## src/rtl/uart_tx_scheduler.sv

```systemverilog
`default_nettype none
// ============================================================================
// Module   : uart_tx_scheduler
// Purpose  : Round-robin arbiter for two byte producers. It serialises the
//            granted byte onto one UART tx line, timed by a 16x tick.
//            Optional even-parity bit: define UART_TX_PARITY_EN.
// Revision : 1.0 - initial release
// ============================================================================
module uart_tx_scheduler #(
    parameter int DATA_BITS = 8
) (
    input  logic                 clk,
    input  logic                 rst_n,
    input  logic                 tick,
    input  logic                 req0,
    input  logic [DATA_BITS-1:0] data0,
    output logic                 ack0,
    input  logic                 req1,
    input  logic [DATA_BITS-1:0] data1,
    output logic                 ack1,
    output logic                 tx,
    output logic                 busy,
    output logic                 grant_id
);

    localparam int                 IDX_W  = $clog2(DATA_BITS);
    localparam logic [IDX_W-1:0]   C_LAST = IDX_W'(DATA_BITS - 1);

    typedef enum logic [2:0] {
        S_IDLE   = 3'd0,
        S_START  = 3'd1,
        S_DATA   = 3'd2,
`ifdef UART_TX_PARITY_EN
        S_PARITY = 3'd3,
`endif
        S_STOP   = 3'd4
    } state_t;

    state_t                 r_state, w_state;
    logic [3:0]             r_cnt, w_cnt;
    logic [IDX_W-1:0]       r_idx, w_idx;
    logic [DATA_BITS-1:0]   r_shift, w_shift;
    logic                   r_tx, w_tx;
    logic                   r_ack0, w_ack0;
    logic                   r_ack1, w_ack1;
    logic                   r_gid, w_gid;
    logic                   r_ptr, w_ptr;
`ifdef UART_TX_PARITY_EN
    logic                   r_par, w_par;
`endif

    logic                   w_gnt0, w_gnt1, w_bit_end;
    logic [DATA_BITS-1:0]   w_sel_data;

    // r_ptr = 0 favours port 0 when both ports request together
    assign w_gnt0     = req0 && (!req1 || !r_ptr);
    assign w_gnt1     = req1 && (!req0 ||  r_ptr);
    assign w_sel_data = w_gnt1 ? data1 : data0;
    assign w_bit_end  = tick && (r_cnt == 4'd15);

    always_comb begin
        w_state = r_state;
        w_cnt   = r_cnt;
        w_idx   = r_idx;
        w_shift = r_shift;
        w_tx    = r_tx;
        w_ack0  = 1'b0;
        w_ack1  = 1'b0;
        w_gid   = r_gid;
        w_ptr   = r_ptr;
`ifdef UART_TX_PARITY_EN
        w_par   = r_par;
`endif
        if (r_state != S_IDLE && tick) begin
            w_cnt = r_cnt + 4'd1;
        end
        case (r_state)
            S_IDLE: begin
                if (tick && (w_gnt0 || w_gnt1)) begin
                    w_state = S_START;
                    w_cnt   = 4'd0;
                    w_idx   = '0;
                    w_tx    = 1'b0;
                    w_shift = w_sel_data;
                    w_gid   = w_gnt1;
                    w_ptr   = ~w_gnt1;
                    w_ack0  = w_gnt0;
                    w_ack1  = w_gnt1;
`ifdef UART_TX_PARITY_EN
                    w_par   = ^w_sel_data;
`endif
                end
            end
            S_START: begin
                if (w_bit_end) begin
                    w_state = S_DATA;
                    w_tx    = r_shift[0];
                    w_idx   = '0;
                end
            end
            S_DATA: begin
                if (w_bit_end) begin
                    if (r_idx == C_LAST) begin
`ifdef UART_TX_PARITY_EN
                        w_state = S_PARITY;
                        w_tx    = r_par;
`else
                        w_state = S_STOP;
                        w_tx    = 1'b1;
`endif
                    end else begin
                        w_shift = r_shift >> 1;
                        w_tx    = r_shift[1];
                        w_idx   = r_idx + 1'b1;
                    end
                end
            end
`ifdef UART_TX_PARITY_EN
            S_PARITY: begin
                if (w_bit_end) begin
                    w_state = S_STOP;
                    w_tx    = 1'b1;
                end
            end
`endif
            S_STOP: begin
                if (w_bit_end) begin
                    w_state = S_IDLE;
                    w_tx    = 1'b1;
                end
            end
            default: begin
                w_state = S_IDLE;
                w_tx    = 1'b1;
            end
        endcase
    end

    always_ff @(posedge clk or negedge rst_n) begin
        if (!rst_n) begin
            r_state <= S_IDLE;
            r_cnt   <= 4'd0;
            r_idx   <= '0;
            r_shift <= '0;
            r_tx    <= 1'b1;
            r_ack0  <= 1'b0;
            r_ack1  <= 1'b0;
            r_gid   <= 1'b0;
            r_ptr   <= 1'b0;
`ifdef UART_TX_PARITY_EN
            r_par   <= 1'b0;
`endif
        end else begin
            r_state <= w_state;
            r_cnt   <= w_cnt;
            r_idx   <= w_idx;
            r_shift <= w_shift;
            r_tx    <= w_tx;
            r_ack0  <= w_ack0;
            r_ack1  <= w_ack1;
            r_gid   <= w_gid;
            r_ptr   <= w_ptr;
`ifdef UART_TX_PARITY_EN
            r_par   <= w_par;
`endif
        end
    end

    assign tx       = r_tx;
    assign ack0     = r_ack0;
    assign ack1     = r_ack1;
    assign grant_id = r_gid;
    assign busy     = (r_state != S_IDLE);

endmodule
`default_nettype wire
```

## config.mk

```make
export PLATFORM = sky130hd
export DESIGN_NAME = uart_tx_scheduler
export DESIGN_NICKNAME = d
export VERILOG_FILES = /design/src/rtl/uart_tx_scheduler.sv
export SDC_FILE = /design/constraint.sdc
export NUM_CORES = 1
export LEC_CHECK = 0
export CORE_MARGIN = 2
export CORE_UTILIZATION = 35
export CTS_BUF_LIST = sky130_fd_sc_hd__clkbuf_16
export DETAILED_ROUTE_END_ITERATION = 12
export PLACE_DENSITY = 0.66
export SLEW_MARGIN = 30
export SYNTH_ARGS = -nofsm -noshare
export SYNTH_HDL_FRONTEND = slang
export SYNTH_SLANG_ARGS = --single-unit
```

## constraint.sdc

```tcl
create_clock -name clk -period 2.5 [get_ports clk]
set_input_delay 0.5 -clock clk [delete_from_list [all_inputs] [get_ports clk]]
set_output_delay 0.5 -clock clk [all_outputs]
set_load 0.005 [all_outputs]
```

==> results of run 1 <==
==> area by class of cell <==
cell class	count	area, um^2
Fill cell	368	1940
Tap cell	48	60.1
Sequential cell	23	577
Inverter	5	18.8
Clock inverter	1	3.75
Clock buffer	3	75.1
Multi-Input combinational cell	105	672
Timing Repair Buffer	30	288
==> power groups by stage <==
stage / sequential, uW / combinational (uW) / clock [uW]
after floorplan: 589 / 243 / 0
after global placement: 610 / 352 / 0
after detailed placement: 620 / 370 / 0
after CTS: 614 / 371 / 346
after global routing: 633 / 419 / 365
final: 615 / 367 / 338
==> critical path, delay by kind of cell (launching register included) <==
kind / cells / cell delay [ns]
and+or+nand+nor: 1 / 0.08
buffers and inverters: 2 / 0.68
DFF: 1 / 0.63
==> sequential cells by signal, summed over array words and instances (netlist names) <==
name	cells
r_ptr	1
r_cnt	4
ack0	1
r_shift	8
grant_id	1
r_idx	3
tx	1
ack1	1
r_state	3
==> metal layers <==
metal  part of all wire (%)  up-vias
met4                    1.3        0
met3                    2.9        4
met2                     51       23
met1                     45      558
li1                       -      566
met5                      0        -
==> kinds of logic after synthesis <==
kind of cell    after synthesis  synth area share (%)
compound gates               43                  19.0
fa+ha+maj                     3                  2.87
buf+inv                      13                  4.68
flops                        23                  44.0
mux                          11                  9.26
simple gates                 48                  20.2
==> through the flow <==
stage          hold slack, ns  instances  util [%]  instance area, um^2  power (uW)
2_1_floorplan           0.204        141         -                 1310         832
3_3_place_gp            0.467        211      44.5                 1620         963
3_5_place_dp            0.474        211      44.5                 1620         989
4_1_cts                 0.496        215      46.6                 1690        1330
5_1_grt                 0.520        215      46.6                 1690        1420
6_report                0.490        215      46.6                 1690        1320
==> layout by cell type, fill, tap and decap left out, types with 2 or more instances in the layout <==
cell and count:
a31oi_1 8, and4_1 2, nand2_1 11, dfrtp_1 22
nor3b_1 4, nand3_1 4, mux2_2 9, buf_4 5
a21oi_1 13, clkbuf_16 3, o21ai_0 13, clkdlybuf4s50_1 25
o31ai_1 2, nand3b_1 3, ha_1 3, nand4_1 3
mux2i_1 2, o21a_1 2, nor2_1 14, inv_1 6
==> worst paths after layout <==
check                                 from  slack, ns          to  depth (start not counted)
max in group asynchronous            rst_n       1.40    r_cnt[2]                          2
worst max-delay path            r_state[1]       0.35        busy                          3
min in group asynchronous            rst_n       0.54  r_state[2]                          1
worst min register to register    grant_id       0.49    grant_id                          2
worst max register to register    r_idx[0]       0.63    r_idx[0]                          6
worst min-delay path              grant_id       0.49    grant_id                          2
==> results by group, run 1 <==
STA
  – Slew Limit Fails: 0
  – Finish-stage setup viols: 0
  – Clock skew: 0.00332 ns
  – Worst slew margin: 65.1%
  – Period utilisation layout: 85.8%
  – Setup TNS: 0 ns
  – Fin crit period: 2.15 ns
  – Max Fclk: 0.466 GHz
  – Final worst-path setup slack: 0.355 ns
  – Final hold vios: 0
  – Slew of the pin with the lowest slew margin: 0.523 ns
  – RSZ-0062 raised after global routing: no

Logic synthesis
  – Area leader, netlist: dfrtp_1
  – Count of different cell masters after synthesis: 33
  – Top post-synthesis cells by count: dfrtp_1, nor2_1, a21oi_1, o21ai_0, nand2_1
  – Count leader, synth: dfrtp_1
  – Yosys warns: 0
  – Asr flop ratio synth: 100%
  – Number of synthesized register bits: 23
  – Syn nets: 165
  – Synth Area per Inst: 9.29 um^2
  – Register area share after synthesis: 44.0%
  – Top post-synthesis cells by area: dfrtp_1, mux2_2, a21oi_1
  – Mapped Area: 1310 um^2
  – Top-area cell type share of the netlist area: 42.0%
  – Post-synth EDFFs: 0
  – Post-Syn Instances: 141
  – Leading register cell type out of synthesis: dfrtp_1

Power
  – Sequential Power Share: 46.6%
  – Sw frac: 29.4%
  – Gate power share: 27.8%
  – Clk pwr share: 25.6%
  – Worst ir drop on vdd: 0.000323 V
  – Pleak: 0.000715 uW
  – PwrDens: 779 nW/um^2
  – Internal: 931 uW
  – Switch Pwr: 388 uW

Critical path
  – CP Data Arrival Time: 1.65 ns
  – Critical path class: reg2out
  – Startpoint Class: flop
  – CP max-delay cell: dfrtp_1
  – Crit path required time: 2.00 ns
  – Critical path, cell by cell: nor3_4 > inv_1 > clkdlybuf4s50_1
  – Crit. End Element: primary output
  – Critical path peak fanout: 15
  – Crit-path max cell delay: 0.63 ns

Global route
  – GRT Residual Overflow: 0
  – Met3 GRT Util: 2.23%
  – Initial antenna violation count: 0
  – GR Util All Layers: 15.0%
  – Vias in the first global route: 1136
  – Largest net degree at the start of global routing: 16
  – Global-route track usage on met1: 18.5%
  – Most Used Layer, Global Route: met2
  – First-pass GRT wire length: 4970 um
  – M2 GR Usage: 26.0%

Drt
  – Drt via density: 5.35
  – Post-route DRC: 0
  – Drt first pass iters: 4
  – Via count: 1151
  – Post-route ant nets: 0
  – DRT Wirelength: 2970 um
  – Drt wl/cell: 13.8 um
  – First DRT Iteration DRCs: 44

Clocking
  – Root buf cell: clkbuf_16
  – Worst skew pair latency: 0.25 ns
  – CTS resizes: 0
  – Total setup buffers inserted after CTS: 0
  – Max H-tree Level: 1
  – Clk slew on worst S/H paths: 0.06 ns
  – CTS Hold Buffers Added: 0
  – CTS tree: built
  – Clock sinks: 23
  – Number of buffers created by CTS: 3
  – CTS Buffer Depth: 2

Floorplan
  – Rows: 22
  – Core area: 3630 um^2
  – DIE WIDTH: 65.2 um
  – I/O pins: 26
  – Die Area: 4250 um^2
  – Die H: 65.2 um
  – Starting Density: 36.1%

Layout
  – Fin nets: 192
  – Share of layout cells above drive strength 1: 12.0%
  – Number of diodes: 0
  – Layout area overhead: 29.3%

Status
  – Status: completed

Placement
  – Dpl ws: 0.147 ns
  – Final Wtd Congestion: 0.819
  – Port-buffer cells: 25
  – Placed wire-length estimate: 2270 um

Min path
  – Hold crit path type: reg2reg

Run
  – Number of max-cap violations: 0
No activity file was read; power rests on OpenSTA's default activity.
==> run 2, diff against run 1 <==
--- a/config.mk
+++ b/config.mk
@@ -6,11 +6,10 @@
 export NUM_CORES = 1
 export LEC_CHECK = 0
 export CORE_MARGIN = 2
-export CORE_UTILIZATION = 35
+export CORE_UTILIZATION = 45
 export CTS_BUF_LIST = sky130_fd_sc_hd__clkbuf_16
 export DETAILED_ROUTE_END_ITERATION = 12
-export PLACE_DENSITY = 0.66
-export SLEW_MARGIN = 30
+export PLACE_DENSITY = 0.75
 export SYNTH_ARGS = -nofsm -noshare
 export SYNTH_HDL_FRONTEND = slang
 export SYNTH_SLANG_ARGS = --single-unit
==> run 2 against run 1 <==
  * First-iteration DRC count down 27%
  * Maximum frequency up 1.4%
  * Register-to-register slack about the same
  * Design area down 1.7%
  * Final cell count down 8.4%
  * Worst hold slack worse by 0.015 ns
  * Via count unchanged
  * Non-clock buffer count down 1
  * Wire length down 5.7%
  * Sequential share of layout area up 0.59 points
  * Largest power group unchanged
==> results by group, run 2 (synthesized netlist as in run 1, its figures left out) <==
Power
  – PwrDens: 794 nW/um^2
  – Sw frac: 29.6%
  – Internal: 932 uW
  – Sequential Power Share: 46.4%
  – Worst ir drop on vdd: 0.000476 V
  – Gate power share: 27.7%
  – Switch Pwr: 391 uW
  – Clk pwr share: 25.9%
  – Pleak: 0.000709 uW

Clocking
  – CTS resizes: 0
  – Clock sinks: 23
  – CTS Hold Buffers Added: 0
  – CTS Buffer Depth: 2
  – Worst skew pair latency: 0.25 ns
  – CTS tree: built
  – Max H-tree Level: 1
  – Total setup buffers inserted after CTS: 0
  – Clk slew on worst S/H paths: 0.06 ns
  – Number of buffers created by CTS: 3
  – Root buf cell: clkbuf_16

Layout
  – Most flop-heavy register: r_shift
  – Largest register FFs: 8
  – Top flop regs: r_shift (8), r_cnt (4)
  – Most frequent cells in the layout: clkdlybuf4s50_1, dfrtp_1, nor2_1
  – Fin nets: 191
  – Final core utilization: 60.4%
  – Layout area overhead: 27.1%
  – Number of diodes: 0
  – Share of layout cells above drive strength 1: 11.4%
  – Commonest non-fill, non-tap cell in the layout: clkdlybuf4s50_1

Drt
  – First DRT Iteration DRCs: 32
  – Drt wl/cell: 14.2 um
  – DRT Wirelength: 2800 um
  – Post-route DRC: 0
  – Via count: 1151
  – Drt via density: 5.84
  – Drt first pass iters: 4
  – Post-route ant nets: 0

STA
  – Slew of the pin with the lowest slew margin: 0.448 ns
  – Fin crit period: 2.12 ns
  – Hold_ws: 0.475 ns
  – RSZ-0062 raised after global routing: no
  – Slew Limit Fails: 0
  – Max Fclk: 0.473 GHz
  – Period utilisation layout: 84.6%
  – Final hold vios: 0
  – Clock skew: 0.00169 ns
  – Setup TNS: 0 ns
  – Finish-stage setup viols: 0
  – Final worst-path setup slack: 0.384 ns
  – Worst slew margin: 70.1%

Critical path
  – R2R Path Start: r_idx[0]
  – Critical path class: reg2out
  – Critical Path Source: r_state[1]
  – Critical path peak fanout: 15
  – Crit path required time: 2.00 ns
  – Crit. End Element: primary output
  – Worst reg2reg path depth: 6
  – Startpoint Class: flop
  – Reg2reg setup slack: 0.62 ns
  – Terminus of the critical flop-to-flop path: r_idx[0]
  – CP Data Arrival Time: 1.62 ns
  – CP endpoint: busy

Run
  – Number of max-cap violations: 0

Floorplan
  – Rows: 19
  – Die H: 58.0 um
  – I/O pins: 26
  – DIE WIDTH: 58.0 um
  – Core area: 2760 um^2
  – Die Area: 3360 um^2
  – Starting Density: 47.5%

Placement
  – Dpl ws: 0.175 ns
  – Final Wtd Congestion: 0.788
  – Port-buffer cells: 25
  – Placed wire-length estimate: 2070 um

Global route
  – Initial antenna violation count: 0
  – Vias in the first global route: 1130
  – GR Util All Layers: 19.0%
  – Largest net degree at the start of global routing: 24
  – GRT Residual Overflow: 0
  – First-pass GRT wire length: 5020 um

Min path
  – Worst hold start: grant_id
  – Hold crit path type: reg2reg

Status
  – Status: completed
## run 2: power groups by stage
| stage | registers [uW] | logic (uW) | clock network (uW) |
|---|---|---|---|
| 6_report | 614 | 366 | 342 |
| 5_1_grt | 635 | 414 | 364 |
| 3_5_place_dp | 619 | 364 | 0 |
| 4_1_cts | 613 | 368 | 344 |
| 3_3_place_gp | 610 | 347 | 0 |
| 2_1_floorplan | 589 | 243 | 0 |
## run 2: area by class of cell
type	count	area (um^2)
well taps	31	38.8
inverters	5	18.8
clock inverters	1	3.75
clock buffers	3	75.1
flip-flops and latches	23	577
multi-input cells	105	672
fillers	243	1090
repair buffers	29	280
## run 2: routing by layer
layer,global-route usage (%),wire length [um]
met4,4.98,23
met1,24.8,1330
met3,3.35,103
met2,32.6,1340
met5,0,0
## run 2: how the worst min path moves through the flow
| stage | slack [ns] | to | cells after the start |
|---|---|---|---|
| floorplan | 0.20 | ack0 | 0 |
| detailed placement | 0.46 | grant_id | 2 |
| finish | 0.48 | grant_id | 2 |
| global placement | 0.46 | grant_id | 2 |
| global route | 0.51 | grant_id | 2 |
| CTS | 0.48 | grant_id | 2 |
## run 2: per-stage QoR
stage               power [uW]  instances  area [um^2]
global placement           957        193         1590
global route              1410        197         1670
floorplan                  832        141         1310
CTS                       1330        197         1670
finish                    1320        197         1670
detailed placement         982        193         1590
## run 2: critical path, cell delays in order, from the launching register on
cell             delay [ns]
dfrtp_1                0.62
nor3_4                 0.08
inv_1                  0.14
clkdlybuf4s50_1        0.52
